--- config.mk ---
export PLATFORM = sky130hd
export DESIGN_NAME = fp_accum_seq
export DESIGN_NICKNAME = d
export VERILOG_FILES = /design/src/rtl/fp_accum_seq.sv
export SDC_FILE = /design/constraint.sdc
export NUM_CORES = 1
export LEC_CHECK = 0
export CAP_MARGIN = 20
export CORE_ASPECT_RATIO = 1.5
export CORE_UTILIZATION = 35
export DETAILED_ROUTE_END_ITERATION = 6
export PLACE_DENSITY = 0.68
export SLEW_MARGIN = 15
export SYNTH_ARGS = -nofsm -noshare
export SYNTH_HDL_FRONTEND = slang
export SYNTH_SLANG_ARGS = --single-unit
--- constraint.sdc ---
create_clock -name clk -period 4.3 [get_ports clk]
set_clock_uncertainty 0.05 [all_clocks]
set_input_delay 0.43 -clock clk [delete_from_list [all_inputs] [get_ports clk]]
set_output_delay 0.43 -clock clk [all_outputs]
set_load 0.03 [all_outputs]
--- src/rtl/fp_accum_seq.sv ---
// fp_accum_seq: streaming FP accumulator controller that feeds an external adder
// with (running sum, next operand) pairs and returns the final sum, count and overflow.
module fp_accum_seq #(
   parameter int LAT   = 0,
   parameter int CNT_W = 16
) (
   input  logic             clk,
   input  logic             reset,
   input  logic             in_valid,
   output logic             in_ready,
   input  logic [31:0]      in_data,
   input  logic             in_last,
   output logic [31:0]      add_a,
   output logic [31:0]      add_b,
   output logic             add_en,
   input  logic [31:0]      add_sum,
   input  logic             add_of,
   output logic             out_valid,
   input  logic             out_ready,
   output logic [31:0]      out_sum,
   output logic             out_of,
   output logic [CNT_W-1:0] out_count
);
   localparam int WW = (LAT > 0) ? $clog2(LAT + 1) : 1;
   typedef enum logic [1:0] {EMPTY, ACC, WAIT, DONE} state_t;
   state_t           state_q, state_d;
   logic [31:0]      acc_q, acc_d, hold_q, hold_d;
   logic [CNT_W-1:0] cnt_q, cnt_d;
   logic             of_q, of_d, last_q, last_d;
   logic [WW-1:0]    wcnt_q, wcnt_d;
   logic             cap;
   assign in_ready  = (state_q == EMPTY) || (state_q == ACC);
   assign add_en    = state_q == WAIT;
   assign out_valid = state_q == DONE;
   assign add_a     = acc_q;
   assign add_b     = hold_q;
   assign out_sum   = acc_q;
   assign out_of    = of_q;
   assign out_count = cnt_q;
   // the adder result is only trusted once its pipeline has drained
   assign cap = (state_q == WAIT) && (wcnt_q == WW'(LAT));
   always_comb begin
      state_d = state_q;
      acc_d   = acc_q;
      hold_d  = hold_q;
      cnt_d   = cnt_q;
      of_d    = of_q;
      last_d  = last_q;
      wcnt_d  = wcnt_q;
      case (state_q)
         EMPTY: if (in_valid) begin
            acc_d   = in_data;
            cnt_d   = CNT_W'(1);
            of_d    = 1'b0;
            state_d = in_last ? DONE : ACC;
         end
         ACC: if (in_valid) begin
            hold_d  = in_data;
            last_d  = in_last;
            cnt_d   = cnt_q + CNT_W'(~&cnt_q);
            wcnt_d  = '0;
            state_d = WAIT;
         end
         WAIT: begin
            wcnt_d = wcnt_q + WW'(1);
            if (cap) begin
               acc_d   = add_sum;
               of_d    = of_q | add_of;
               state_d = last_q ? DONE : ACC;
            end
         end
         DONE: if (out_ready) begin
            state_d = EMPTY;
            cnt_d   = '0;
            of_d    = 1'b0;
            acc_d   = '0;
            hold_d  = '0;
         end
         default: state_d = EMPTY;
      endcase
   end
   always_ff @(posedge clk) begin
      if (!reset) begin
         state_q <= EMPTY;
         acc_q   <= '0;
         hold_q  <= '0;
         cnt_q   <= '0;
         of_q    <= 1'b0;
         last_q  <= 1'b0;
         wcnt_q  <= '0;
      end else begin
         state_q <= state_d;
         acc_q   <= acc_d;
         hold_q  <= hold_d;
         cnt_q   <= cnt_d;
         of_q    <= of_d;
         last_q  <= last_d;
         wcnt_q  <= wcnt_d;
      end
   end
endmodule

# --- After elaboration in Yosys (flattened, before gate mapping) ---
# Cells that the tools add are included.
# W data, S select, Z words.
word_totals:
  register_bits: 85
  latch_bits: 0
  ram_bits: 0
  mem_bits_ro: 0
  output_inout_bits: 116
  elab_cells: 54
  mem_count: 0
op_classes:
  addsub: 2
  n_mul: 0
  div_mod_pow: 0
  n_lt_le_gt_ge: 0
  eq_ne: 7
  n_shift: 0
  muxes: 21
  bitwise: 2
  reduce_logical: 15
op_table:
  columns: ["operator", "count"]
  rows:
  - ["$mux W32", 3]
  - ["$pmux W32 S3", 1]
  - ["$pmux W32 S2", 1]
  - ["$mux W16", 3]
  - ["$pmux W16 S3", 1]
  - ["$add A16 B1 Y16", 1]
  - ["$reduce_and A16 Y1", 1]
  - ["$mux W2", 6]
  - ["$reduce_and A4 Y1", 3]
  - ["$pmux W2 S4", 1]
  - ["$reduce_bool A3 Y1", 2]
  - ["$eq A2 B2 Y1 const B", 2]
  - ["$ne A2 B1 Y1 const B", 2]
  - ["$ne A2 B2 Y1 const B", 2]
  - ["$reduce_and A2 Y1", 2]
  - ["$reduce_bool A2 Y1", 2]
  - ["$mux W1", 3]
  - ["$pmux W1 S3", 1]
  - ["$reduce_and A3 Y1", 1]
  - ["$eq A2 B1 Y1 const B", 1]
  - ["$logic_not A2 Y1", 1]
  - ["$pmux W1 S2", 1]
  - ["$add A1 B1 Y1 const B", 1]
  - ["$logic_and A1 B1 Y1", 1]
  - ["4 further kinds", 4]

# --- Depth between registers and ports, before layout ---
# Gate-level depths: netlist of the first run.
logic_depth:
  depth_word: 5
  ltp_mapped: 11
  mapped_depth_nobuf: 9

# --- Worst setup path before layout of the first run ---
# OpenSTA, ideal clock, no wires.
synth_timing:
  kind: "reg2reg"
  startpoint: "reg cnt_q[3], in the netlist out_count[3]"
  endpoint: "reg cnt_q[10], in the netlist out_count[10]"
  setup_ps: 132
  arrival_ps: 2253
  required_time_ps: 4118
  path_slack_ps: 1865
  stages_incl_launch_ff: 12
  path_buffers: 2
  period_less_slack_ps: 2435
  cell_sequence: "dfxtp_1 > and4_1 > nand2_1 > clkbuf_1 > nor2_1 > nand4_1 > ha_1 > and3_1 > o21ai_1 > clkbuf_1 > or3_1 > a21oi_1"
synth_between:
  elab_chain_cells: 5
synth_lines:
  columns: ["element", "line_no", "rtl"]
  rows:
  - ["start, declared", "28", "logic [CNT_W-1:0] cnt_q, cnt_d;"]
  - ["start signal, assigned", "95", "cnt_q <= cnt_d;"]
  - ["$reduce_and A16 Y1", "60", "cnt_d = cnt_q + CNT_W'(~&cnt_q);"]
  - ["$logic_not A1 Y1", "60", null]
  - ["$add A16 B1 Y16 *", "60", null]
  - ["$mux W16 *", "57", "ACC: if (in_valid) begin"]
  - ["$pmux W16 S3 *", "50", "case (state_q)"]
# Every way passes the cells marked *; elsewhere a longest branch is shown, timed or not. The select of a mux whose other input is x is not followed.
# A chain may end at the register's enable or synchronous reset.

# --- Worst setup path after layout of the first run ---
layout_timing:
  startpoint: "reg state_q[1]"
  endpoint: "out out_valid"
layout_between:
  elab_chain_cells: 1
layout_lines:
  columns: ["element", "line_no", "rtl"]
  rows:
  - ["start, declared", "26", "state_t state_q, state_d;"]
  - ["start signal, assigned", "92", "state_q <= state_d;"]
  - ["$eq A2 B2 Y1", "34", "assign out_valid = state_q == DONE;"]
  - ["end, declared", "18", "output logic out_valid,"]
# Every way passes these cells.

==> reports/results.ini, run 1 <==
[sta]
hold_viol=0
setup_viol=0
holdWs_ns=0.408
fin_crit_sh=0.625
setup_tns_ns=0
tightest_slew_ns=0.787
maxSlewHeadroom=0.475
min_period_ns=2.69
slew_violations=0
rsz0062_at_grt=no
fmax_ghz=0.372

[cts]
cts_buffer_depth=2
cts_buffers=9
cts_hold_buf=0
cts-resized-gates=0
clk_latency_ns=0.33
htree_levels=3
path_clk_slew_ns=0.06
clockRootBuffer=clkbuf_16
cts.sinks=85
postCtsSetupBuffers=0
cts_tree=built

[synth]
async_flop_share=0
synth_top_area_cell=dfxtp_1
yosysTopAreaCellShare=0.454
yosys-top-cells-area=dfxtp_1, a22oi_1, buf_4
synthCells=416
ys_warn_count=0
synth_edf_count=0
syn_area_per_cell_sq_um=9.01
synth_nets=488
synthDistinctLibCells=40
syn_area_sq_um=3750
synth_common_cells=dfxtp_1, a22oi_1, nor2_1, buf_4, nor3_1
seq_area_frac_synth=0.454
ys_ff_latch=85
post-synth-top-count-cell=dfxtp_1
synth_flop_cell=dfxtp_1

[setup_path]
path_cells=inv_2 > nor2_1 > clkdlybuf4s50_1
cp_data_arrival_time_ns=2.21
critPathMaxStageDelay_ns=0.69
cp_slowest_cell=clkdlybuf4s50_1
critPathCaptureType=primary output
cp.required_ns=3.82
critPathLaunchType=flop
path_max_fanout=37
cp.buffers_inverters=2
crit_type=flop to primary output
cp_top_family=buffers and inverters

[power]
finalPower_w=0.00246
p_leak_nw=2.03
power_density_nw_per_um2=428
ir_worst_vdd_mv=0.199

[routing]
ant_nets=0
drt-wirelength-per-cell_um=16.8
routed_wl_um=11700
drt-initial-drc-count=155
via_count=3698
viasPerCell=5.32
dr.pass1.iters=5
drc_errors=0

[grt]
grt_start_max_net_pins=66
track_usage=0.208
grt_overflow=0
antenna_found_initial=0
grt_pass1_wl_um=17900
grt_pass1_vias=3559

[die]
die_h_um=129
initial_core_util=0.366
coreArea_sq_um=10200
rows=45
die_area_sq_um=11100
io-pin-count=186
die_w_um=86.5

[placed_design]
place_hpwl_um=7970
placed_cells=679
postPlaceCellArea_sq_um=5440
io_buffers=185
gp_congestion=0.775

[final_layout]
num_antenna_cells=0
final_cells=695
nets=621
syn_to_final_growth_pct=53.6
drive_above_1_share=0.0560
design_area_sq_um=5760

[flow_run]
cap_violations=0

[run_status]
status=complete, no violations

[hold_path]
hold_class=flop to flop

[cells by family after synthesis]
kind of cell	count (synthesis)	synth area share
AOI/OAI and AO/OA	134	0.259
and+or+nand+nor	113	0.149
DFF	85	0.454
buffers and inverters	74	0.112
xor gates and xnor gates	7	0.0164
adders and majority gates	2	0.00668
muxes	1	0.00267
[area by class of cell]
cell class	instances	area, sq um
Inverter	5	18.8
Multi-Input combinational cell	257	1650
Tap cell	141	176
Fill cell	993	4490
Clock inverter	3	42.5
Clock buffer	13	270
Sequential cell	85	1700
Timing Repair Buffer	191	1900
[power breakdown]
group / internal (W) / switching [W] / total, W
clock network: 0.000497 / 0.000302 / 0.000799
logic: 0.000322 / 0.000426 / 0.000748
registers: 0.000855 / 0.0000589 / 0.000914
total: 0.00167 / 0.000787 / 0.00246
[cells in the final DEF (no fill, tap or decap), types with 7 or more instances in the layout]
master / Yosys / layout
clkdlybuf4s50_1: 0 / 185
nand2_1: 9 / 9
a21oi_1: 10 / 10
a22oi_1: 64 / 64
nor3_1: 29 / 29
a211oi_1: 27 / 27
o21ai_0: 10 / 10
nor2_1: 43 / 42
dfxtp_1: 85 / 85
o211ai_1: 7 / 7
clkbuf_16: 0 / 9
or4_1: 7 / 7
[metrics by stage]
step / setup WS (ns) / utilization
final: 1.61 / 0.562
after global routing: 1.46 / 0.562
after CTS: 1.63 / 0.562
after detailed placement: 1.50 / 0.531
after global placement: 1.55 / 0.531
after floorplan: 1.86 / -
[path summary, 6_finish.rpt]
| kind | start | endpoint | slack (ns) | cells after the start |
|---|---|---|---|---|
| setup reg to reg | out_count[3]$_SDFFE_PN0P_ | out_count[10]$_SDFFE_PN0P_ | 1.81 | 9 |
| hold / removal | out_of$_SDFFE_PN0P_ | out_of$_SDFFE_PN0P_ | 0.41 | 2 |
| setup / recovery | state_q[1]$_SDFFE_PN0P_ | out_valid | 1.61 | 3 |
| hold reg to reg | out_of$_SDFFE_PN0P_ | out_of$_SDFFE_PN0P_ | 0.41 | 2 |
[sequential cells by signal, indices dropped and copies added, names as in the netlist]
name,flops
add_a,32
add_b,32
out_count,16
state_q,2
last_q,1
out_of,1
wcnt_q,1
[metal layers]
| metal | vias up | wire length, um | GRT usage |
|---|---|---|---|
| met5 | - | 0 | 0 |
| met3 | 24 | 695 | 0.0494 |
| met2 | 152 | 5900 | 0.355 |
| li1 | 1765 | - | - |
| met4 | 0 | 331 | 0.0980 |
| met1 | 1757 | 4720 | 0.243 |
[worst reg2reg max path: stages, from the launching register on]
cell,delay [ns]
dfxtp_1,0.44
and4_1,0.33
nand2_1,0.23
nor2_1,0.15
nand4_1,0.14
ha_1,0.22
and3_1,0.20
o21ai_1,0.34
or3_1,0.20
a21oi_1,0.06
(Power assumes the default switching activity.)
==> inputs of run 2 (changes only) <==
- PLACE_DENSITY: 0.68 -> 0.71
- clock period: 4.3 -> 2.2 ns (I/O delays scaled with it)
==> reports/results.ini, run 2 (synthesized netlist as in run 1, its figures left out) <==
[run_status]
status=complete, no violations  ; unchanged

[cts]
clockRootBuffer=clkbuf_16  ; unchanged
cts_buffers=9  ; unchanged
cts_tree=built  ; unchanged
postCtsSetupBuffers=0  ; unchanged
path_clk_slew_ns=0.06  ; about the same
htree_levels=3  ; unchanged
cts_buffer_depth=2  ; unchanged
clk_latency_ns=0.33  ; about the same
cts_hold_buf=0  ; unchanged
cts.sinks=85  ; unchanged

[setup_path]
cp_top_family=simple AND/OR/NAND/NOR gates  ; was buffers and inverters
cp.required_ns=2.42  ; was 3.82 ns
r2r_cells=10  ; was 9
cp_data_arrival_time_ns=2.28  ; was 2.21 ns
cp_slowest_cell=or4_1  ; was clkdlybuf4s50_1
critPathCaptureType=flop  ; was primary output
critPathLaunchType=flop  ; unchanged
path_cells=and4_1 > nand2_1 > nor2_1 > nand4_1 > ha_1 > and3_1 > o21ai_2 > buf_4 > or4_1 > nand2_1  ; was inv_2 > nor2_1 > clkdlybuf4s50_1
crit_path_frequent_cell=nand2_1
reg2reg_from=out_count[12]$_SDFFE_PN0P_  ; was out_count[3]$_SDFFE_PN0P_
setup.reg_to_reg.worst_slack_ns=0.14  ; was 1.81 ns
crit_type=flop to flop  ; was flop to primary output
rr_endpoint=out_count[6]$_SDFFE_PN0P_  ; was out_count[10]$_SDFFE_PN0P_
path_max_fanout=8  ; was 37
cp.buffers_inverters=1  ; was 2
critPathMaxStageDelay_ns=0.41  ; was 0.69 ns

[placed_design]
dp_worst_setup_slack_ns=0.0671  ; was 1.50 ns
place_hpwl_um=8560  ; was 7970 um
io_buffers=185  ; unchanged
postPlaceCellArea_sq_um=5560  ; was 5440 sq um
gp_congestion=0.794  ; was 0.775

[sta]
hold_viol=0  ; unchanged
slew_violations=0  ; unchanged
maxSlewHeadroom=0.531  ; was 0.475
min_period_ns=2.06
fin_crit_sh=0.936
setup_viol=0  ; unchanged
setup_slack_ns=0.140  ; was 1.61 ns
tightest_slew_ns=0.704  ; was 0.787 ns
fmax_ghz=0.485

[final_layout]
nets=634  ; was 621
num_antenna_cells=0  ; unchanged
final_common_cell=clkdlybuf4s50_1  ; unchanged
syn_to_final_growth_pct=56.1  ; was 53.6%
design_area_sq_um=5850  ; was 5760 sq um
drive_above_1_share=0.0970  ; was 0.0560
layout_common_cells=clkdlybuf4s50_1, dfxtp_1, a22oi_1  ; unchanged

[power]
power_density_nw_per_um2=802  ; was 428 nW/um^2
p_int_w=0.00310  ; was 0.00167 W
p_leak_nw=2.08  ; was 2.03 nW
power_frac_seq=0.381  ; was 0.371
switching_share=0.339  ; was 0.320
combPwrFrac=0.319  ; was 0.304
p_clk_frac=0.300  ; was 0.325
power_switching_w=0.00159  ; was 0.000787 W
ir_worst_vdd_mv=0.406  ; was 0.199 mV

[routing]
via_count=3757  ; was 3698
drt-initial-drc-count=177  ; was 155
drt-wirelength-per-cell_um=17.0  ; was 16.8 um
dr.pass1.iters=4  ; was 5
viasPerCell=5.31  ; was 5.32
routed_wl_um=12100  ; was 11700 um
ant_nets=0  ; unchanged
drc_errors=0  ; unchanged

[die]
die_h_um=129  ; unchanged
io-pin-count=186  ; unchanged
die_area_sq_um=11100  ; unchanged
die_w_um=86.5  ; unchanged
coreArea_sq_um=10200  ; unchanged
initial_core_util=0.366  ; unchanged
rows=45  ; unchanged

[grt]
grt_start_max_net_pins=66  ; unchanged
track_usage=0.218  ; was 0.208
grt_pass1_vias=3740  ; was 3559
grt_overflow=0  ; unchanged
grt_pass1_wl_um=18800  ; was 17900 um
antenna_found_initial=0  ; unchanged

[hold_path]
holdPathEnd=out_of$_SDFFE_PN0P_  ; unchanged
hold_class=flop to flop  ; unchanged
hp-start=out_of$_SDFFE_PN0P_  ; unchanged
min_delay_path_depth=2  ; unchanged

[flow_run]
cap_violations=0  ; unchanged

-- run 2: cell count changes in the layout (fill, tap and decap cells not counted), moves of 2 or more --
cell / change
buf_4: +13
clkbuf_8: -3
clkinv_4: +2
clkinvlp_4: +2
dfxtp_1: -9
dfxtp_2: +9
-- run 2: worst register-to-register path, stage by stage, from the launching register on --
cell	delay, ns
dfxtp_1	0.34
and4_1	0.22
nand2_1	0.11
nor2_1	0.05
nand4_1	0.11
ha_1	0.17
and3_1	0.21
o21ai_2	0.10
buf_4	0.17
or4_1	0.41
nand2_1	0.08
-- run 2: power by group through the flow --
stage | logic, W | clock network (W) | registers (W)
after floorplan | 0.000710 | 0 | 0.00203
after global placement | 0.00149 | 0 | 0.00181
after detailed placement | 0.00150 | 0 | 0.00182
after CTS | 0.00151 | 0.00144 | 0.00179
after global routing | 0.00158 | 0.00151 | 0.00180
final | 0.00150 | 0.00141 | 0.00179
-- run 2: what timing repair did --
action / in CTS / in global routing
resized for setup: 2 / 2
pin swaps: 0 / 0
hold endpoints to repair: 0 / 0
endpoints found under the setup margin: 1 / 4
-- run 2: stage by stage --
stage | hold WS (ns) | std cells | util | power, W | setup TNS (ns)
2_1_floorplan | 0.303 | 416 | - | 0.00273 | 0
3_3_place_gp | 0.390 | 692 | 0.543 | 0.00330 | 0
3_5_place_dp | 0.403 | 692 | 0.543 | 0.00332 | 0
4_1_cts | 0.413 | 708 | 0.570 | 0.00473 | 0
5_1_grt | 0.450 | 708 | 0.571 | 0.00489 | -0.0124
6_report | 0.418 | 708 | 0.571 | 0.00469 | 0
-- run 2: cell type report --
class	instances	area (sq um)
clock buffer	10	229
tap	141	176
sequential	85	1710
timing repair buffer	204	2000
fill	942	4400
clock inverter	6	48.8
inverter	5	18.8
multi-input combinational	257	1660
-- run 2: worst max-delay path by stage --
stage / from / to / slack (ns) / cells past startpoint
5_1_grt: out_count[12]$_SDFFE_PN0P_ / out_count[8]$_SDFFE_PN0P_ / -0.009 / 10
4_1_cts: out_count[10]$_SDFFE_PN0P_ / out_count[8]$_SDFFE_PN0P_ / 0.08 / 10
3_5_place_dp: in_valid / out_count[11]$_SDFFE_PN0P_ / 0.07 / 6
6_report: out_count[12]$_SDFFE_PN0P_ / out_count[6]$_SDFFE_PN0P_ / 0.14 / 10
3_3_place_gp: in_valid / out_count[15]$_SDFFE_PN0P_ / 0.13 / 6
2_1_floorplan: out_count[3]$_SDFFE_PN0P_ / out_count[10]$_SDFFE_PN0P_ / 0.02 / 11
-- run 2: per-layer routing --
layer | GRT usage | part of all wire | up-vias
met5 | 0 | 0 | -
met3 | 0.0507 | 0.062 | 18
met4 | 0.0833 | 0.018 | 0
met2 | 0.386 | 0.53 | 142
met1 | 0.251 | 0.39 | 1796
li1 | - | - | 1801
==> inputs of run 3 (changes only) <==
- CORE_MARGIN: not set -> 2
- SETUP_SLACK_MARGIN: not set -> 0.3
==> reports/results.ini, run 3 (synthesized netlist as in run 1, its figures left out) <==
[hold_path]
min_delay_path_depth=2  ; unchanged
hp-start=out_of$_SDFFE_PN0P_  ; unchanged
holdPathEnd=out_of$_SDFFE_PN0P_  ; unchanged
hold_class=flop to flop  ; unchanged

[cts]
clockRootBuffer=clkbuf_16  ; unchanged
cts_tree=built  ; unchanged
cts.sinks=85  ; unchanged
cts_buffer_depth=2  ; unchanged
clk_latency_ns=0.33  ; about the same
cts_buffers=9  ; unchanged
path_clk_slew_ns=0.06  ; about the same
htree_levels=3  ; unchanged
cts_hold_buf=0  ; unchanged

[sta]
rsz0062_at_grt=yes
fmax_ghz=0.523  ; was 0.485 GHz
hold_viol=0  ; unchanged
maxSlewHeadroom=0.536  ; was 0.531
setup_viol=0  ; unchanged
setup_slack_ns=0.289  ; was 0.140 ns
min_period_ns=1.91  ; was 2.06 ns
fin_crit_sh=0.869  ; was 0.936
tightest_slew_ns=0.696  ; was 0.704 ns
setup_tns_ns=0  ; unchanged
slew_violations=0  ; unchanged

[routing]
via_count=3789  ; was 3757
viasPerCell=5.25  ; was 5.31
dr.pass1.iters=4  ; unchanged
drt-initial-drc-count=171  ; was 177
drc_errors=0  ; unchanged
routed_wl_um=12500  ; was 12100 um
ant_nets=0  ; unchanged
drt-wirelength-per-cell_um=17.3  ; was 17.0 um

[run_status]
status=complete, no violations  ; unchanged

[die]
die_area_sq_um=11600  ; was 11100 sq um
io-pin-count=186  ; unchanged
rows=46  ; was 45
coreArea_sq_um=10500  ; was 10200 sq um
die_w_um=88.5  ; was 86.5 um
initial_core_util=0.356  ; was 0.366
die_h_um=131  ; was 129 um

[final_layout]
drive_above_1_share=0.140  ; was 0.0970
nets=646  ; was 634
final_cells=722  ; was 708
num_antenna_cells=0  ; unchanged
final_common_cell=clkdlybuf4s50_1  ; unchanged
syn_to_final_growth_pct=60.6  ; was 56.1%
layout_common_cells=clkdlybuf4s50_1, dfxtp_1, a22oi_1  ; unchanged

[power]
power_frac_seq=0.376  ; was 0.381
p_clk_frac=0.306  ; was 0.300
p_int_w=0.00319  ; was 0.00310 W
power_switching_w=0.00156  ; was 0.00159 W
combPwrFrac=0.319  ; about the same
switching_share=0.328  ; was 0.339
p_leak_nw=2.17  ; was 2.08 nW
power_density_nw_per_um2=788  ; was 802 nW/um^2
ir_worst_vdd_mv=0.474  ; was 0.406 mV

[flow_run]
cap_violations=0  ; unchanged

[placed_design]
io_buffers=185  ; unchanged
dp_worst_setup_slack_ns=0.146  ; was 0.0671 ns
placed_cells=694  ; was 692
place_hpwl_um=8670  ; was 8560 um
gp_congestion=0.833  ; was 0.794

[grt]
grt_pass1_wl_um=18900  ; was 18800 um
grt_pass1_vias=3719  ; was 3740
grt_overflow=0  ; unchanged
track_usage=0.211  ; was 0.218
antenna_found_initial=0  ; unchanged
grt_start_max_net_pins=66  ; unchanged

[setup_path]
cp_data_arrival_time_ns=2.13  ; was 2.28 ns
reg2reg_from=out_count[4]$_SDFFE_PN0P_  ; was out_count[12]$_SDFFE_PN0P_
cp.buffers_inverters=0  ; was 1
r2r_cells=9  ; was 10
setup.reg_to_reg.worst_slack_ns=0.29  ; was 0.14 ns
path_cells=and4_4 > nand2_2 > nor2_1 > nand4_1 > ha_2 > and3_4 > o21ai_4 > or4_4 > a21oi_2  ; was and4_1 > nand2_1 > nor2_1 > nand4_1 > ha_1 > and3_1 > o21ai_2 > buf_4 > or4_1 > nand2_1
path_max_fanout=6  ; was 8
critPathCaptureType=flop  ; unchanged
rr_endpoint=out_count[12]$_SDFFE_PN0P_  ; was out_count[6]$_SDFFE_PN0P_
cp.required_ns=2.42  ; about the same
critPathLaunchType=flop  ; unchanged
critPathMaxStageDelay_ns=0.42  ; was 0.41 ns
cp_top_family=simple AND/OR/NAND/NOR gates  ; unchanged
cp.depth=9  ; was 10
crit_type=flop to flop  ; unchanged
cp_slowest_cell=or4_4  ; was or4_1

==> run 3: cell types whose count changed in the layout (fill, tap and decap cells not counted), sizes merged, moves of 2 or more <==
cell and delta:
clkdlybuf4s50 -2, dlygate4sd2 +2, clkinvlp -3, buf +11, clkinv +3
==> run 3: routing by layer <==
layer,track usage,wire length [um]
met4,0.0998,346
met5,0,0
met1,0.253,4950
met3,0.0396,619
met2,0.360,6610
==> run 3: final cells by class <==
cell class | instances | area [sq um]
timing repair buffer | 215 | 2080
tap | 144 | 180
sequential | 85 | 1730
clock buffer | 9 | 225
inverter | 5 | 18.8
fill | 929 | 4510
clock inverter | 6 | 55.1
multi-input combinational | 258 | 1720
==> run 3: metrics by stage <==
stage	area, sq um	total power, W	util	hold WS [ns]
floorplan	3800	0.00273	-	0.303
global placement	5590	0.00330	0.531	0.389
detailed placement	5590	0.00332	0.531	0.394
CTS	5920	0.00479	0.562	0.403
global route	6020	0.00496	0.572	0.448
finish	6020	0.00474	0.572	0.403
==> run 3: what timing repair did <==
item / 4_1_cts / 5_1_grt
pin swaps: 4 / 2
resized for setup: 10 / 9
cloned: 1 / 0
setup endpoints to repair: 44 / 43
hold endpoints to repair: 0 / 0
setup buffers: 3 / 9
==> run 3: worst max-delay path by stage <==
stage	start	end	slack, ns
floorplan	out_count[3]$_SDFFE_PN0P_	out_count[6]$_SDFFE_PN0P_	0.13
global placement	in_valid	out_count[11]$_SDFFE_PN0P_	0.19
detailed placement	in_valid	out_count[15]$_SDFFE_PN0P_	0.15
CTS	out_count[10]$_SDFFE_PN0P_	out_count[12]$_SDFFE_PN0P_	0.28
global route	out_count[5]$_SDFFE_PN0P_	out_count[15]$_SDFFE_PN0P_	0.20
finish	out_count[4]$_SDFFE_PN0P_	out_count[12]$_SDFFE_PN0P_	0.29
==> run 3: power groups by stage <==
stage	clock [W]	combinational [W]	sequential [W]
after CTS	0.00149	0.00151	0.00178
after floorplan	0	0.000711	0.00202
final	0.00145	0.00151	0.00178
after global routing	0.00155	0.00161	0.00180
after global placement	0	0.00149	0.00181
after detailed placement	0	0.00151	0.00182
==> run 3: worst register-to-register path, delay by kind of cell (launching register included) <==
| family | cells | cell delay (ns) |
|---|---|---|
| AOI/OAI and AO/OA | 2 | 0.20 |
| adders and majority gates | 1 | 0.19 |
| DFF | 1 | 0.36 |
| and+or+nand+nor | 6 | 1.04 |
